File: src/rtl/gamepad_pmod_tx.sv
// -----------------------------------------------------------------------------
// gamepad_pmod_tx
//
// Transmitter end of the single-controller gamepad Pmod link. It serializes a
// 12-bit button word onto pmod_latch / pmod_clk / pmod_data with the same
// waveform the Pmod itself produces, so an in-chip gamepad_pmod_single
// receiver can be driven for loopback self-test or from generated stimulus.
//
// Frame: LOAD (1 clk), 12 x {SHIFT_LO, SHIFT_HI} (CLK_DIV clks each),
//        LATCH (CLK_DIV clks), GAP (FRAME_GAP clks).
//        Continuous period = 1 + 25*CLK_DIV + FRAME_GAP clocks.
//
// Parameters:
//   CLK_DIV    system clocks per pmod_clk half-period and per latch pulse (>=1)
//   FRAME_GAP  idle clocks after the latch pulse before the next frame (>=1)
//
// Ports:
//   clk         system clock
//   rst_n       asynchronous active-low reset
//   enable      level; while high, frames are sent back-to-back
//   buttons     {b,y,select,start,up,down,left,right,a,x,l,r}, bit 11 = b
//   present     0 = emulate an absent controller (all bits read as 1)
//   pmod_latch  latch strobe, active high
//   pmod_clk    shift clock; receiver samples pmod_data on its rising edge
//   pmod_data   serial data, MSB (buttons[11]) first
//   busy        high from LOAD through GAP
//   frame_done  one-cycle pulse in the first GAP cycle
// -----------------------------------------------------------------------------
module gamepad_pmod_tx #(
    parameter int CLK_DIV   = 4,
    parameter int FRAME_GAP = 64
) (
    input  logic        clk,
    input  logic        rst_n,
    input  logic        enable,
    input  logic [11:0] buttons,
    input  logic        present,
    output logic        pmod_latch,
    output logic        pmod_clk,
    output logic        pmod_data,
    output logic        busy,
    output logic        frame_done
);

    localparam int MAX_LEN = (CLK_DIV > FRAME_GAP) ? CLK_DIV : FRAME_GAP;
    localparam int CNT_W   = $clog2(MAX_LEN + 1);

    localparam logic [CNT_W-1:0] DIV_LAST = CNT_W'(CLK_DIV - 1);
    localparam logic [CNT_W-1:0] GAP_LAST = CNT_W'(FRAME_GAP - 1);

    typedef enum logic [2:0] {
        IDLE,
        LOAD,
        SHIFT_LO,
        SHIFT_HI,
        LATCH,
        GAP
    } state_t;

    state_t            state;
    logic [CNT_W-1:0]  phase_cnt;
    logic [3:0]        bit_cnt;
    // Holds the bits still to be sent after the one currently on pmod_data;
    // the bit being transmitted lives in the pmod_data register itself.
    logic [10:0]       shift_reg;
    logic [11:0]       snap;
    logic              div_end;
    logic              gap_end;

    // An absent controller reads as all ones (pull-ups on the data line).
    assign snap    = present ? buttons : 12'hFFF;
    assign div_end = (phase_cnt == DIV_LAST);
    assign gap_end = (phase_cnt == GAP_LAST);

    // -------------------------------------------------------------------------
    // Control FSM and registered outputs
    // -------------------------------------------------------------------------
    always_ff @(posedge clk or negedge rst_n) begin
        if (!rst_n) begin
            state      <= IDLE;
            phase_cnt  <= '0;
            bit_cnt    <= '0;
            pmod_latch <= 1'b0;
            pmod_clk   <= 1'b0;
            pmod_data  <= 1'b0;
            busy       <= 1'b0;
            frame_done <= 1'b0;
        end else begin
            frame_done <= 1'b0;
            case (state)
                IDLE: begin
                    pmod_latch <= 1'b0;
                    pmod_clk   <= 1'b0;
                    pmod_data  <= 1'b0;
                    phase_cnt  <= '0;
                    if (enable) begin
                        state <= LOAD;
                        busy  <= 1'b1;
                    end else begin
                        busy <= 1'b0;
                    end
                end

                LOAD: begin
                    bit_cnt   <= 4'd11;
                    busy      <= 1'b1;
                    pmod_clk  <= 1'b0;
                    pmod_data <= snap[11];
                    phase_cnt <= '0;
                    state     <= SHIFT_LO;
                end

                SHIFT_LO: begin
                    if (div_end) begin
                        phase_cnt <= '0;
                        pmod_clk  <= 1'b1;
                        state     <= SHIFT_HI;
                    end else begin
                        phase_cnt <= phase_cnt + CNT_W'(1);
                    end
                end

                SHIFT_HI: begin
                    if (div_end) begin
                        phase_cnt <= '0;
                        pmod_clk  <= 1'b0;
                        if (bit_cnt == 4'd0) begin
                            pmod_data  <= 1'b0;
                            pmod_latch <= 1'b1;
                            state      <= LATCH;
                        end else begin
                            pmod_data <= shift_reg[10];
                            bit_cnt   <= bit_cnt - 4'd1;
                            state     <= SHIFT_LO;
                        end
                    end else begin
                        phase_cnt <= phase_cnt + CNT_W'(1);
                    end
                end

                LATCH: begin
                    if (div_end) begin
                        phase_cnt  <= '0;
                        pmod_latch <= 1'b0;
                        frame_done <= 1'b1;
                        state      <= GAP;
                    end else begin
                        phase_cnt <= phase_cnt + CNT_W'(1);
                    end
                end

                GAP: begin
                    if (gap_end) begin
                        phase_cnt <= '0;
                        if (enable) begin
                            state <= LOAD;
                        end else begin
                            busy  <= 1'b0;
                            state <= IDLE;
                        end
                    end else begin
                        phase_cnt <= phase_cnt + CNT_W'(1);
                    end
                end

                default: begin
                    state      <= IDLE;
                    phase_cnt  <= '0;
                    bit_cnt    <= '0;
                    pmod_latch <= 1'b0;
                    pmod_clk   <= 1'b0;
                    pmod_data  <= 1'b0;
                    busy       <= 1'b0;
                end
            endcase
        end
    end

    // -------------------------------------------------------------------------
    // Button snapshot / shift path (data only, reloaded every LOAD)
    // -------------------------------------------------------------------------
    always_ff @(posedge clk) begin
        if (state == LOAD) begin
            shift_reg <= snap[10:0];
        end else if (state == SHIFT_HI && div_end && bit_cnt != 4'd0) begin
            shift_reg <= {shift_reg[9:0], 1'b0};
        end
    end

endmodule

File: config.mk
export PLATFORM = sky130hd
export DESIGN_NAME = gamepad_pmod_tx
export DESIGN_NICKNAME = d
export VERILOG_FILES = /design/src/rtl/gamepad_pmod_tx.sv
export SDC_FILE = /design/constraint.sdc
export NUM_CORES = 1
export LEC_CHECK = 0
export CORE_MARGIN = 2
export CORE_UTILIZATION = 40
export DETAILED_ROUTE_END_ITERATION = 10
export SYNTH_ARGS = -nofsm -noshare
export SYNTH_HDL_FRONTEND = slang
export SYNTH_SLANG_ARGS = --single-unit
File: constraint.sdc
create_clock -name clk -period 4.1 [get_ports clk]
set_input_delay 0.41 -clock clk [delete_from_list [all_inputs] [get_ports clk]]
set_output_delay 0.41 -clock clk [all_outputs]
set_load 0.01 [all_outputs]
==> impl_results.md <==
* Status: complete, no violations
* Sink Count at 30
* Die width at 66.61 um
* Most frequent cells in the layout: nor2_1, clkdlybuf4s50_1, dfrtp_1
* Syn Std Cell Area at 1568 um2
* Synth Warn # at 0
* Post-Layout Cell Count at 231
* Hold Crit Class: reg2reg
* Critical Path Source Type: register
* Post-DP Area at 1805 um2
* Initial Utilization at 0.4219
* Synth Net Count at 180
* H-tree levels at 2
* Most common cell after layout, fill and taps aside: nor2_1
* Power per cell area at 561.1 nW/um2
* Sequential area share after synthesis at 0.5140
* Buffers added on ports at 20
* Setup Fix Bufs, Post-CTS at 0
* Worst Tran Pin Value at 1.116 ns
* GRT Total Usage at 0.1625
* Vias in the first global route at 1222
* Largest net degree at the start of global routing at 21
* Max reg flops at 11
* Critical Path AT at 2.46 ns
* Placed Cells at 223
* Fin Hold WS at 0.4619 ns
* TritonRoute pass-1 iters at 4
* Worst clock skew at 0.004065 ns
* Internal reg-to-reg setup slack at 1.54 ns
* Synth Register Bits at 30
* Setup violations, final at 0
* Average size of a mapped cell at 9.738 um2
* Asr flop ratio synth at 0.6333
* Placeable Area at 3716 um2
* Area leader, netlist: dfrtp_1
* Remaining DRCs at 0
* Setup Slack @ Placement at 1.535 ns
* Max Cap Viol at 0
* ANT nets after route at 0
* CP required at 4.00 ns
* Setup TNS at 0 ns
* Yosys top cell area share at 0.3033
* Layout cells sized above 1 at 0.06557
* Global route overflow at 0
* Yosys cell types at 41
* Worst-case clock buffer depth at 2
* Fin area at 1886 um2
* Syn-to-layout area delta at 20.27%
* RePlAce Congestion at 0.8627
* Max-slew violation count at 0
* Critical path capture point type: register
* Critical path class: reg2reg
* Most used DFF post-synth: dfrtp_1
* Synth top area cells: dfrtp_1, edfxtp_1, nor2_1
* Initial antenna violation count at 0
* Overall die height at 66.61 um
* CTS tree: yes
* Max FO, Critical Path at 11
* WL final at 3190 um
* Clock Latency Late Sink at 0.28 ns
* Ports at 21
* Via density per instance at 5.433
* Nets@finish at 201
* VDD IR max at 0.3257 mV
* Tcrit/Tclk final at 0.6242
* Synth Instances at 161
* Hold_buf cts at 0
* Static Leakage at 0.7596 nW
* Ant diodes at 0
* Drt wl/cell at 13.81 um
* Final Hold Viols at 0
* Detailed Route Iter0 Violations at 48
* RSZ-0062 raised after global routing: no
* Headroom to the max-slew limit at 0.2531
* EDFF count, synth at 11
* Clk slew on worst S/H paths at 0.06 ns
* Final min period at 2.559 ns
* Post-cts gate resize count at 0
* Post-DP HPWL at 2296 um
* Post-route setup slack at 1.541 ns
* Die ar. at 4436 um2
* Vias at 1255
* Clk root buf: clkbuf_8
* Peak Freq at 0.3907 GHz
* First-pass GRT wire length at 5375 um
* Site Rows at 22
* Num CTS Buffers at 5
-- metrics by stage --
| step | power [mW] | util |
|---|---|---|
| 6_report | 1.058 | 0.5074 |
| 5_1_grt | 1.136 | 0.5074 |
| 4_1_cts | 1.069 | 0.5074 |
| 3_5_place_dp | 0.8472 | 0.4859 |
| 3_3_place_gp | 0.8371 | 0.4859 |
| 2_1_floorplan | 0.7271 | - |
-- routing by layer --
layer  GRT usage  up-vias  routed length [um]
li1            -      618                   -
met1      0.1998      605                1570
met2      0.2613       27                1410
met3     0.05068        5                 159
met4     0.07143        0                  50
met5           0        -                   0
-- layout make-up --
| class | count | area, um2 |
|---|---|---|
| fill | 342 | 1831 |
| sequential | 30 | 805.8 |
| multi-input combinational | 111 | 686.9 |
| timing repair buffer | 20 | 200.2 |
| clock buffer | 5 | 68.82 |
| tap | 48 | 60.06 |
| inverter | 14 | 52.55 |
| clock inverter | 3 | 11.26 |
-- worst max-delay path, cell delays in order, from the launching register on --
cell     delay, ns
dfrtp_1       0.37
ha_1          0.22
or4b_4        0.52
nor3_4        0.33
nor2_1        0.09
nor2_1        0.66
-- cell families after synthesis --
logic type               Yosys count  share of synthesized area
XOR/XNOR                           5                    0.02794
flip-flops                        30                     0.5140
buffers and inverters             20                    0.04788
AND/OR/NAND/NOR                   68                     0.2259
adder cells (fa/ha/maj)            3                    0.02395
AO/OA/AOI/OAI                     34                     0.1540
multiplexers                       1                   0.006385
-- cells in the mapped netlist, types with 3 or more instances --
| library cell | count |
|---|---|
| edfxtp_1 | 11 |
| dfrtp_1 | 19 |
| o21ai_0 | 4 |
| a21oi_1 | 7 |
| xnor2_1 | 3 |
| nor2b_1 | 3 |
| inv_1 | 13 |
| nor2_1 | 29 |
| nor3_1 | 3 |
| a31oi_1 | 11 |
| nand2_1 | 11 |
| ha_1 | 3 |
| nand3_1 | 4 |
| clkbuf_1 | 6 |
-- power by group --
part | internal [mW] | total [mW] | switching, mW
clock | 0.113 | 0.214 | 0.101
sequential | 0.394 | 0.472 | 0.0786
combinational | 0.176 | 0.371 | 0.196
-- path summary, 6_finish.rpt --
check                        startpoint      endpoint  cells past startpoint
setup / recovery           phase_cnt[0]  shift_reg[8]                      5
hold / removal             phase_cnt[0]  phase_cnt[0]                      1
setup reg to reg           phase_cnt[0]  shift_reg[8]                      5
hold reg to reg            phase_cnt[0]  phase_cnt[0]                      1
max in group asynchronous         rst_n      state[0]                      1
min in group asynchronous         rst_n    bit_cnt[1]                      1
Power figures use the tool's default switching activity.
